### src/rtl/fetch_unit.sv
// Instruction fetch stage: owns the PC, captures ROM data into a valid/ready IR.
// Optional FETCH_HALT_EN: an all-ones instruction word stops fetching (HALT state).
module fetch_unit #(
    parameter int          PC_W     = 8,
    parameter int          INSTR_W  = 16,
    parameter int unsigned RESET_PC = 0,
    parameter int          CNT_W    = 16
) (
    input  logic               clk,
    input  logic               power,
    output logic [PC_W-1:0]    pc,
    input  logic [INSTR_W-1:0] code,
    output logic [INSTR_W-1:0] ir,
    output logic [PC_W-1:0]    ir_pc,
    output logic               ir_valid,
    input  logic               ir_ready,
    input  logic               branch_en,
    input  logic [PC_W-1:0]    next_pc,
    output logic [CNT_W-1:0]   fetch_count,
    output logic               halted
);

    typedef enum logic [1:0] {
        BOOT  = 2'd0,
        RUN   = 2'd1,
        STALL = 2'd2
`ifdef FETCH_HALT_EN
        ,
        HALT  = 2'd3
`endif
    } state_t;

    state_t state;

    logic fire;
    logic slot_free;

    assign fire      = ir_valid & ir_ready;
    assign slot_free = !ir_valid || ir_ready;

`ifndef FETCH_HALT_EN
    assign halted = 1'b0;
`endif

    // NOTE: all state below uses non-blocking assignments so every register
    // samples pre-edge values; blocking here would create order-dependent races.
    always_ff @(posedge clk or negedge power) begin
        if (!power) begin
            state       <= BOOT;
            pc          <= PC_W'(RESET_PC);
            ir          <= '0;
            ir_pc       <= '0;
            ir_valid    <= 1'b0;
            fetch_count <= '0;
`ifdef FETCH_HALT_EN
            halted      <= 1'b0;
`endif
        end else begin
            // A handshake counts in any state, including the cycle of a branch.
            if (fire) begin
                fetch_count <= fetch_count + CNT_W'(1);
            end

            case (state)
                BOOT: begin
                    state <= RUN;
                end

                RUN, STALL: begin
                    if (branch_en) begin
                        pc       <= next_pc;
                        ir_valid <= 1'b0;
                        state    <= RUN;
                    end else if (slot_free) begin
                        ir       <= code;
                        ir_pc    <= pc;
                        ir_valid <= 1'b1;
                        pc       <= pc + PC_W'(1);
                        state    <= RUN;
`ifdef FETCH_HALT_EN
                        if (code == {INSTR_W{1'b1}}) begin
                            state <= HALT;
                        end
`endif
                    end else begin
                        state <= STALL;
                    end
                end

`ifdef FETCH_HALT_EN
                // Frozen: the halt word may still drain, nothing else moves.
                HALT: begin
                    halted <= 1'b1;
                    if (fire) begin
                        ir_valid <= 1'b0;
                    end
                end
`endif

                default: begin
                    state <= BOOT;
                end
            endcase
        end
    end

endmodule

### config.mk
export PLATFORM = sky130hd
export DESIGN_NAME = fetch_unit
export DESIGN_NICKNAME = d
export VERILOG_FILES = /design/src/rtl/fetch_unit.sv
export SDC_FILE = /design/constraint.sdc
export NUM_CORES = 1
export LEC_CHECK = 0
export BUFFER_PORTS_ARGS = -buffer_cell sky130_fd_sc_hd__buf_2
export CORE_UTILIZATION = 35
export CTS_CLUSTER_DIAMETER = 120
export DETAILED_ROUTE_END_ITERATION = 10
export PLACE_DENSITY = 0.59
export SETUP_SLACK_MARGIN = 0.05
export SKIP_LAST_GASP = 1
export SLEW_MARGIN = 20
export SYNTH_ARGS = -nofsm -noshare
export SYNTH_HDL_FRONTEND = slang
export SYNTH_SLANG_ARGS = --single-unit
export TNS_END_PERCENT = 20
### constraint.sdc
create_clock -name clk -period 4.8 [get_ports clk]
set_clock_uncertainty 0.15 [all_clocks]
set_input_delay 0.96 -clock clk [delete_from_list [all_inputs] [get_ports clk]]
set_output_delay 0.96 -clock clk [all_outputs]
set_load 0.01 [all_outputs]
==> summary.md <==
| Metric | Value |
|---|---|
| Wirelength, routed | `between 4000 and 5000 µm` |
| DP Cell Count | `between 300 and 400` |
| Crit Path Max Fanout | `25` |
| Final-report hold violation count | `0` |
| Reg area | `0.00128 mm²` |
| Clk root buf | `clkbuf_8` |
| Avg WL per Cell | `14.1 µm` |
| Die width | `between 80 and 90 µm` |
| Num rows | `29` |
| Yosys cell types | `34` |
| First-pass GRT wire length | `approximately 8000 µm` |
| Max_cap viols | `0` |
| TritonRoute pass-1 iters | `7` |
| Period utilization | `0.498` |
| Antenna violation net count after detailed routing | `0` |
| Cell accounting for the most synthesized area | `dfrtp_1` |
| Cell Pwr Density | `about 630 mW/mm²` |
| Power, Total | `1800 µW` |
| PortBufs | `76` |
| Final Worst Setup Slack | `approximately 2.4 ns` |
| # hold bufs at CTS | `0` |
| Status | `finished, violations left` |
| CTS tree | `done` |
| Fraction of registers with async set/reset | `1.00` |
| Worst slew pin tran | `0.667 ns` |
| Place WS | `2.06 ns` |
| Layout area overhead | `21.3%` |
| Nets | `slightly below 300` |
| Main flop type after synthesis | `dfrtp_1` |
| First DRT Iteration DRCs | `53` |
| Crit-path cells | `buf_2 -> nand2b_1 -> nand2_4 -> nor2_8 -> mux2_2` |
| Initial antenna violation count | `0` |
| Commonest cells after routing, fill and taps aside | `buf_2 (76), dfrtp_1 (51), mux2_4 (19)` |
| CP bufs+invs | `1` |
| CP Launch Type | `input pin` |
| Minimum clock period | `between 2 and 2.5 ns` |
| Kind of critical path | `input pin to flip-flop` |
| Core footprint | `~0.0064 mm²` |
| Worst EP arrival | `~2.4 ns` |
| Seq/Total Area, Yosys | `0.539` |
| Rel. slew slack | `0.555` |
| Global route overflow | `0` |
| Die H | `84.2 µm` |
| Vias in the first global route | `roughly 1.6k` |
| Synth warn | `0` |
| FILL cells | `just over 600` |
| CTS Buf Count | `5` |
| Mapped Area | `about 0.0024 mm²` |
| Syn Area/Cell | `between 10 and 15 µm²` |
| Worst skew pair latency | `~0.3 ns` |
| Max Root-Sink Buffers | `2` |
| Top cells by area, synth | `dfrtp_1 (54%), mux2_4 (12%), xnor2_1 (3.3%), mux2_2 (2.9%), xor2_1 (2.2%)` |
| Num ports | `just under 80` |
| Die Area | `0.00710 mm²` |
| Hold Crit Class | `flip-flop to flip-flop` |
| Syn nets | `213` |
| Total track usage | `0.146` |
| CP endpoint kind | `flip-flop` |
| Setup_tns | `0 ns` |
| Clock sinks | `approximately 50` |
| Failing checks | `DRC` |
| Placer Congestion | `roughly 0.71` |
| Slowest stage cell, crit path | `nor2_8` |
| Critical path's top delay family | `simple AND/OR/NAND/NOR gates` |
| Multi-input logic area | `between 0.001 and 0.0015 mm²` |
| Largest net degree at the start of global routing | `52` |
| Setup violators final | `0` |
| Layout cells sized above 1 | `0.444` |
| Via count | `1649` |
| Via density | `a little under 5` |
| Synth Instances | `between 150 and 200` |
| H-tree depth | `2` |
| CTS resizes | `0` |
| Highest clock rate | `roughly 420 MHz` |
| Critical Path RT | `between 4 and 5 ns` |
| Detail Placement HPWL | `roughly 3300 µm` |
| Max-slew violations | `0` |
| Commonest non-fill, non-tap cell in the layout | `buf_2` |
| Setup bufs post-CTS | `0` |
| Unrepaired setup endpoints after global routing | `no` |
| Finished Layout Cells | `about 340` |
| Lkg Pwr | `roughly 0.0014 µW` |
| Synthesis-stage register bit count | `slightly above 50` |
| Top-area cell type share of the netlist area | `0.539` |
| Starting Density | `0.369` |
| Post-synth EDFFs | `0` |
| Crit-path max cell delay | `about 0.46 ns` |
| CTS clock-pin slew for the worst setup and hold paths | `~0.09 ns` |
| # DRC | `40` |
| Max VDD drop | `0.000345 V` |
## cells in the mapped netlist, types with 3 or more instances
master    n
nand4_1   7
nand2_1  12
inv_1     5
mux2_4   19
nand3_1   9
xor2_1    6
ha_1      4
xnor2_1   9
nor3_1    4
and3_1    3
a21oi_1   7
nor2_1    6
dfrtp_1  51
mux2i_1   4
o22ai_1   8
mux2_2    6
## report_power, final
group,total [µW],switching [µW],internal [µW]
sequential,770,165,605
clock,247,133,113
combinational,781,371,410
total,1800,670,1130
## final cells by class
class                           count  area share
Inverter                            5     0.00654
Timing Repair Buffer               77       0.135
Antenna cell                        1    0.000871
Clock buffer                        6      0.0288
Tap cell                           77      0.0336
Multi-Input combinational cell    119       0.349
Sequential cell                    51       0.444
Clock inverter                      1     0.00174
## final timing paths
check,from,to,slack [ns],depth (start not counted)
max,ir_ready,ir_pc[2]$_DFFE_PN0P_,2.41,5
min,fetch_count[15]$_DFFE_PN0P_,fetch_count[15]$_DFFE_PN0P_,0.32,1
max reg2reg,state[0]$_DFF_PN0_,ir_pc[2]$_DFFE_PN0P_,2.51,5
min reg2reg,fetch_count[15]$_DFFE_PN0P_,fetch_count[15]$_DFFE_PN0P_,0.32,1
max in group asynchronous,power,ir[9]$_DFFE_PN0P_,3.43,2
min in group asynchronous,power,ir[14]$_DFFE_PN0P_,0.62,2
## logic make-up (layout without fill, tap and decap cells)
group | Yosys count | count (layout) | share of synthesized area
DFF | 51 | 51 | 0.539
and+or+nand+nor | 48 | 48 | 0.119
muxes | 29 | 29 | 0.166
AOI/OAI and AO/OA | 22 | 22 | 0.0603
xor gates and xnor gates | 15 | 15 | 0.0555
buffers and inverters | 11 | 89 | 0.0375
adders and majority gates | 4 | 4 | 0.0211
other | 1 | 2 | 0.00158
## metrics by stage
step | area [µm²] | hold WS (ns) | utilization
2_1_floorplan | 2370 | 0.357 | -
3_3_place_gp | 2780 | 0.307 | 0.433
3_5_place_dp | 2780 | 0.310 | 0.433
4_1_cts | 2870 | 0.326 | 0.447
5_1_grt | 2870 | 0.353 | 0.447
6_report | 2870 | 0.324 | 0.447
## layer usage
metal,up-vias,track usage,part of all wire
li1,797,-,-
met1,782,0.202,0.48
met2,64,0.230,0.43
met3,6,0.0344,0.080
met4,0,0.0439,0.011
met5,-,0,0
## state kept, by name (all words and copies together), names as in the netlist
register     flops
fetch_count     16
ir              16
ir_pc            8
ir_valid         1
pc               8
state            2
Note: power is estimated with default switching activity, not from simulation.
